### config.mk
export PLATFORM = sky130hd
export DESIGN_NAME = dispatch_issue
export DESIGN_NICKNAME = d
export VERILOG_FILES = /design/src/rtl/dispatch_issue.sv
export SDC_FILE = /design/constraint.sdc
export NUM_CORES = 1
export LEC_CHECK = 0
export BUFFER_PORTS_ARGS = -buffer_cell sky130_fd_sc_hd__buf_4
export CAP_MARGIN = 20
export CORE_AREA = 3 3 244 246
export CTS_BUF_LIST = sky130_fd_sc_hd__clkbuf_8 sky130_fd_sc_hd__clkbuf_16
export CTS_CLUSTER_DIAMETER = 120
export DETAILED_ROUTE_END_ITERATION = 8
export DIE_AREA = 0 0 247 249
export PLACE_DENSITY = 0.5
export SYNTH_ARGS = -nofsm -noshare
export SYNTH_HDL_FRONTEND = slang
export SYNTH_SLANG_ARGS = --single-unit
### constraint.sdc
create_clock -name clk -period 6.1 [get_ports clk]
set_clock_uncertainty 0.2 [all_clocks]
set_input_delay 0.61 -clock clk [delete_from_list [all_inputs] [get_ports clk]]
set_output_delay 0.61 -clock clk [all_outputs]
set_load 0.02 [all_outputs]
### src/rtl/dispatch_issue.sv
// Decode-queue reader: scoreboard check, dual-issue pairing and registered issue slots.
// Optional feature: define DISPATCH_DUAL_ISSUE_EN to allow slot 1 to pair with slot 0.
module dispatch_issue #(
    parameter int WB_PORTS = 2
) (
    input  logic                       clk,
    input  logic                       rst,
    input  logic                       flush,
    input  logic                       exe_stall,
    input  logic [1:0]                 dq_inst_valid,
    input  logic [1:0][31:0]           dq_pc,
    input  logic [1:0][31:0]           dq_inst,
    input  logic [1:0][31:0]           dq_imm,
    input  logic [1:0][7:0]            dq_aluop,
    input  logic [1:0][2:0]            dq_alusel,
    input  logic [1:0]                 dq_reg1_en,
    input  logic [1:0]                 dq_reg2_en,
    input  logic [1:0]                 dq_rd_en,
    input  logic [1:0][4:0]            dq_reg1_addr,
    input  logic [1:0][4:0]            dq_reg2_addr,
    input  logic [1:0][4:0]            dq_rd_addr,
    input  logic [1:0]                 dq_is_privilege,
    input  logic [1:0]                 dq_csr_we,
    input  logic [1:0][2:0]            dq_is_exception,
    input  logic [1:0][2:0][6:0]       dq_exception_cause,
    input  logic [WB_PORTS-1:0]        wb_en,
    input  logic [WB_PORTS-1:0][4:0]   wb_addr,
    output logic [1:0]                 invalid_en,
    output logic [1:0]                 issue_valid,
    output logic [1:0][31:0]           issue_pc,
    output logic [1:0][31:0]           issue_inst,
    output logic [1:0][31:0]           issue_imm,
    output logic [1:0][7:0]            issue_aluop,
    output logic [1:0][2:0]            issue_alusel,
    output logic [1:0]                 issue_reg1_en,
    output logic [1:0]                 issue_reg2_en,
    output logic [1:0]                 issue_rd_en,
    output logic [1:0][4:0]            issue_reg1_addr,
    output logic [1:0][4:0]            issue_reg2_addr,
    output logic [1:0][4:0]            issue_rd_addr,
    output logic [1:0]                 issue_is_privilege,
    output logic [1:0]                 issue_csr_we,
    output logic [1:0][2:0]            issue_is_exception,
    output logic [1:0][2:0][6:0]       issue_exception_cause
);

    logic [31:0]                busy_reg;
    logic [WB_PORTS-1:0][31:0]  wb_dec;
    logic [31:0]                wb_clear;
    logic [31:0]                eff_busy;
    logic [31:0]                set_mask;
    logic [1:0]                 slot_ok;
    logic [1:0]                 serial;
    logic [1:0]                 issue;

    genvar gi;
    generate
        for (gi = 0; gi < WB_PORTS; gi++) begin : g_wb
            assign wb_dec[gi] = wb_en[gi] ? (32'd1 << wb_addr[gi]) : 32'd0;
        end
    endgenerate

    always_comb begin
        wb_clear = '0;
        for (int k = 0; k < WB_PORTS; k++) begin
            wb_clear = wb_clear | wb_dec[k];
        end
        wb_clear[0] = 1'b0;
    end

    // A same-cycle writeback already releases its register for this decision.
    assign eff_busy = busy_reg & ~wb_clear;

    generate
        for (gi = 0; gi < 2; gi++) begin : g_slot
            assign slot_ok[gi] = !(dq_reg1_en[gi] && eff_busy[dq_reg1_addr[gi]]) &&
                                 !(dq_reg2_en[gi] && eff_busy[dq_reg2_addr[gi]]) &&
                                 !(dq_rd_en[gi]   && eff_busy[dq_rd_addr[gi]]);
            assign serial[gi]  = dq_is_privilege[gi] | dq_csr_we[gi] | (|dq_is_exception[gi]);
        end
    endgenerate

    assign issue[0] = rst && dq_inst_valid[0] && !exe_stall && !flush && slot_ok[0];

`ifdef DISPATCH_DUAL_ISSUE_EN
    logic pair_raw;
    logic pair_waw;

    assign pair_raw = dq_rd_en[0] && (dq_rd_addr[0] != 5'd0) &&
                      ((dq_reg1_en[1] && (dq_reg1_addr[1] == dq_rd_addr[0])) ||
                       (dq_reg2_en[1] && (dq_reg2_addr[1] == dq_rd_addr[0])));
    assign pair_waw = dq_rd_en[0] && dq_rd_en[1] && (dq_rd_addr[0] != 5'd0) &&
                      (dq_rd_addr[0] == dq_rd_addr[1]);
    assign issue[1] = issue[0] && dq_inst_valid[1] && slot_ok[1] &&
                      !pair_raw && !pair_waw && !serial[0] && !serial[1];
`else
    logic unused_slot1;

    assign unused_slot1 = dq_inst_valid[1] ^ slot_ok[1] ^ serial[1] ^ serial[0];
    assign issue[1]     = 1'b0;
`endif

    assign invalid_en = issue;

    always_comb begin
        set_mask = '0;
        for (int i = 0; i < 2; i++) begin
            if (issue[i] && dq_rd_en[i]) begin
                set_mask[dq_rd_addr[i]] = 1'b1;
            end
        end
        set_mask[0] = 1'b0;
    end

    // OR-ing set_mask after the clear makes a same-register set win over a writeback.
    always_ff @(posedge clk or negedge rst) begin
        if (!rst) begin
            busy_reg <= '0;
        end else if (flush) begin
            busy_reg <= '0;
        end else begin
            busy_reg <= eff_busy | set_mask;
        end
    end

    always_ff @(posedge clk or negedge rst) begin
        if (!rst) begin
            issue_valid           <= '0;
            issue_pc              <= '0;
            issue_inst            <= '0;
            issue_imm             <= '0;
            issue_aluop           <= '0;
            issue_alusel          <= '0;
            issue_reg1_en         <= '0;
            issue_reg2_en         <= '0;
            issue_rd_en           <= '0;
            issue_reg1_addr       <= '0;
            issue_reg2_addr       <= '0;
            issue_rd_addr         <= '0;
            issue_is_privilege    <= '0;
            issue_csr_we          <= '0;
            issue_is_exception    <= '0;
            issue_exception_cause <= '0;
        end else if (flush || !exe_stall) begin
            // issue is forced to 00 during flush, so this also clears the slots.
            issue_valid <= issue;
            for (int i = 0; i < 2; i++) begin
                if (issue[i]) begin
                    issue_pc[i]              <= dq_pc[i];
                    issue_inst[i]            <= dq_inst[i];
                    issue_imm[i]             <= dq_imm[i];
                    issue_aluop[i]           <= dq_aluop[i];
                    issue_alusel[i]          <= dq_alusel[i];
                    issue_reg1_en[i]         <= dq_reg1_en[i];
                    issue_reg2_en[i]         <= dq_reg2_en[i];
                    issue_rd_en[i]           <= dq_rd_en[i];
                    issue_reg1_addr[i]       <= dq_reg1_addr[i];
                    issue_reg2_addr[i]       <= dq_reg2_addr[i];
                    issue_rd_addr[i]         <= dq_rd_addr[i];
                    issue_is_privilege[i]    <= dq_is_privilege[i];
                    issue_csr_we[i]          <= dq_csr_we[i];
                    issue_is_exception[i]    <= dq_is_exception[i];
                    issue_exception_cause[i] <= dq_exception_cause[i];
                end
            end
        end
    end

endmodule

==> results.cfg <==
[timing]
worst_slack_ns = 1.41
fmax_mhz = 213
holdWs_ns = 0.173
tightest_slew_ns = 0.905
slew_viol_final = 0
setup_tns_ns = 0
fin_crit_ns = 4.69
finalCritPeriodShare = 0.769
relSlewSlack = 0.397
finalSetupViolCount = 0
hold_viol = 0
rsz0062_at_grt = no

[clock_network]
cts_hold_buf = 1
cts_resized = 0
h-tree-depth = 4
cts_tree = yes
cts_sinks = 183
cts_buffer_depth = 2
insertion_delay_ns = 0.44
root_buffer = clkbuf_16
clk_pin_slew_ns = 0.08
postCtsSetupBuffers = 0
cts-buffers-inserted = 17

[synthesis]
synth_area_per_cell_sq_um = 11.7
yosys.area_share.xor_xnor = 0
synthCells = 826
netlist_area_sq_mm = 0.00962
synth_top_cell_area_share = 0.476
synth_commonest_cells = dfrtp_1 (183), buf_4 (169), mux2_1 (124)
yosysUniqueCellTypes = 61
post-synth-top-count-cell = dfrtp_1
synthMuxAreaShare = 0.191
synth_area_leaders = dfrtp_1 (48%), mux2_1 (15%), buf_4 (13%)
synth_top_family_by_area = multiplexers
synth-seq-cells = 183
synth_top_area_cell = dfrtp_1
synthAdderAreaFrac = 0
async_reset_ff_frac = 1.00
seq_area_frac_synth = 0.476
synth-simple-area-share = 0.0892
ys.flop_type = dfrtp_1
synth-compound-area-share = 0.0969
yosys_warnings = 0
synth_edf_count = 0

[die]
row_count = 88
core_sq_mm = 0.0576
fp.dieH_um = 249
die_area_sq_mm = 0.0615
die_x_um = 247
initial_core_util = 0.167
ios = 626

[power_and_ir_drop]
p_per_area_mw_per_mm2 = 337
p_leak_nw = 5.85
ir_drop_mv = 0.162

[worst_hold_path]
hp-start = dq_inst[9]
hold_class = primary input to flip-flop

[critical_path]
path_buf_inv = 2
worst_path_max_delay_cell = o221ai_1
crit_family = compound AO/OA/AOI/OAI gates
cp_max_fo = 10
crit_path_end_kind = output pin
crit_path_max_incr_delay_ns = 0.72
worstPathRequired_ns = 5.29
critPathMostFrequentCell = buf_4
r2r-start = busy_reg[9]$_DFF_PN0_
crit_start = wb_addr[0]
start_kind = primary input
arrival_ns = 3.88
path_class = primary input to output pin
crit_path_cell_trace = buf_4, or3b_2, o221ai_1, o21ai_0, a21oi_1, nor4_1, a2111o_1, nor4_4, buf_4

[global_routing]
grt_antenna_before_repair = 3
grt_pass1_wl_mm = 48.6
grt_max_degree = 69
grt_pass1_vias = 7594
grt.overflow.total = 0
grtUsageTotal = 0.105

[placed_design]
io_buffers = 320
dp_hpwl_mm = 25.6
globalplace.congestion = 0.858
post-place-ws_ns = 1.28
dp.cells = 1880

[route]
ant_nets = 0
vias = 7379
remaining_drc_errors = 0
wirelength_mm = 33.0
drtIter0Drc = 396
route.detailed.wl_per_inst_um = 17.3
viasPerCell = 3.86
dr.pass1.iters = 5

[final_layout]
stdcell_count = 1912
nets = 1455
reg_top3 = issue_imm x32, issue_inst x32, issue_pc x32
n_antenna_cell = 0
syn_to_final_growth_pct = 33.9
drive_above_1_share = 0.351
fin_util = 0.224

[run_status]
status = finished clean

[job]
max_cap_violations = 0
cell usage in the layout, fill, tap and decap left out, drive strengths merged, types with 9 or more instances in the layout:
| cell | n |
|---|---|
| nand2 | 19 |
| conb | 153 |
| mux2i | 10 |
| mux2 | 150 |
| clkbuf | 18 |
| buf | 333 |
| nand3 | 15 |
| nor2 | 60 |
| inv | 15 |
| o221ai | 29 |
| o2bb2ai | 29 |
| nand3b | 9 |
| dfrtp | 183 |
metal layers:
layer / vias up / routed length (um) / part of all wire / global-route usage
met5: - / 45 / 0.0014 / 0
met4: 6 / 782 / 0.024 / 0.0359
met2: 456 / 16400 / 0.50 / 0.181
met1: 3574 / 12400 / 0.38 / 0.118
met3: 47 / 3340 / 0.10 / 0.0411
li1: 3296 / - / - / -
where the power goes:
group / total, mW / switching, mW / internal (mW) / leakage (nW)
clock network: 1.10 / 0.555 / 0.541 / 0.272
logic: 1.54 / 0.874 / 0.665 / 3.29
registers: 1.71 / 0.174 / 1.53 / 2.29
total: 4.34 / 1.60 / 2.74 / 5.85
kinds of logic after synthesis:
family                 count (synthesis)
buffers and inverters                206
DFF                                  183
muxes                                162
and+or+nand+nor                      161
AOI/OAI and AO/OA                    113
other                                  1
area by class of cell:
| type | count | area [sq um] |
|---|---|---|
| Tap cell | 765 | 957 |
| Timing Repair Buffer | 335 | 2560 |
| Multi-Input combinational cell | 589 | 4200 |
| Sequential cell | 183 | 4580 |
| Inverter | 9 | 33.8 |
| Clock buffer | 17 | 425 |
| Fill cell | 6213 | 44700 |
| Clock inverter | 14 | 134 |
worst register-to-register path, stage by stage (launching register included):
cell	delay [ns]
dfrtp_1	0.37
o221ai_1	0.26
mux2i_1	0.17
a2111oi_0	0.43
o211ai_1	0.14
and3_1	0.24
nor4_4	0.74
buf_4	0.51
mux2_2	0.39
per-stage QoR:
stage               instance area, sq um  total power, mW
floorplan                          10200             2.55
global placement                   12300             3.28
detailed placement                 12300             3.30
CTS                                12900             4.43
global route                       12900             4.59
finish                             12900             4.34
worst paths after layout:
kind,slack [ns],cells after the start,endpoint
worst max-delay path,1.41,9,invalid_en[0]
worst min-delay path,0.17,2,issue_inst[9]$_DFFE_PN0P_
worst max register to register,2.52,8,issue_aluop[4]$_DFFE_PN0P_
worst min register to register,0.29,1,issue_imm[12]$_DFFE_PN0P_
max in group asynchronous,3.23,4,issue_pc[3]$_DFFE_PN0P_
min in group asynchronous,0.52,2,issue_reg1_addr[3]$_DFFE_PN0P_
(Power assumes the default switching activity.)
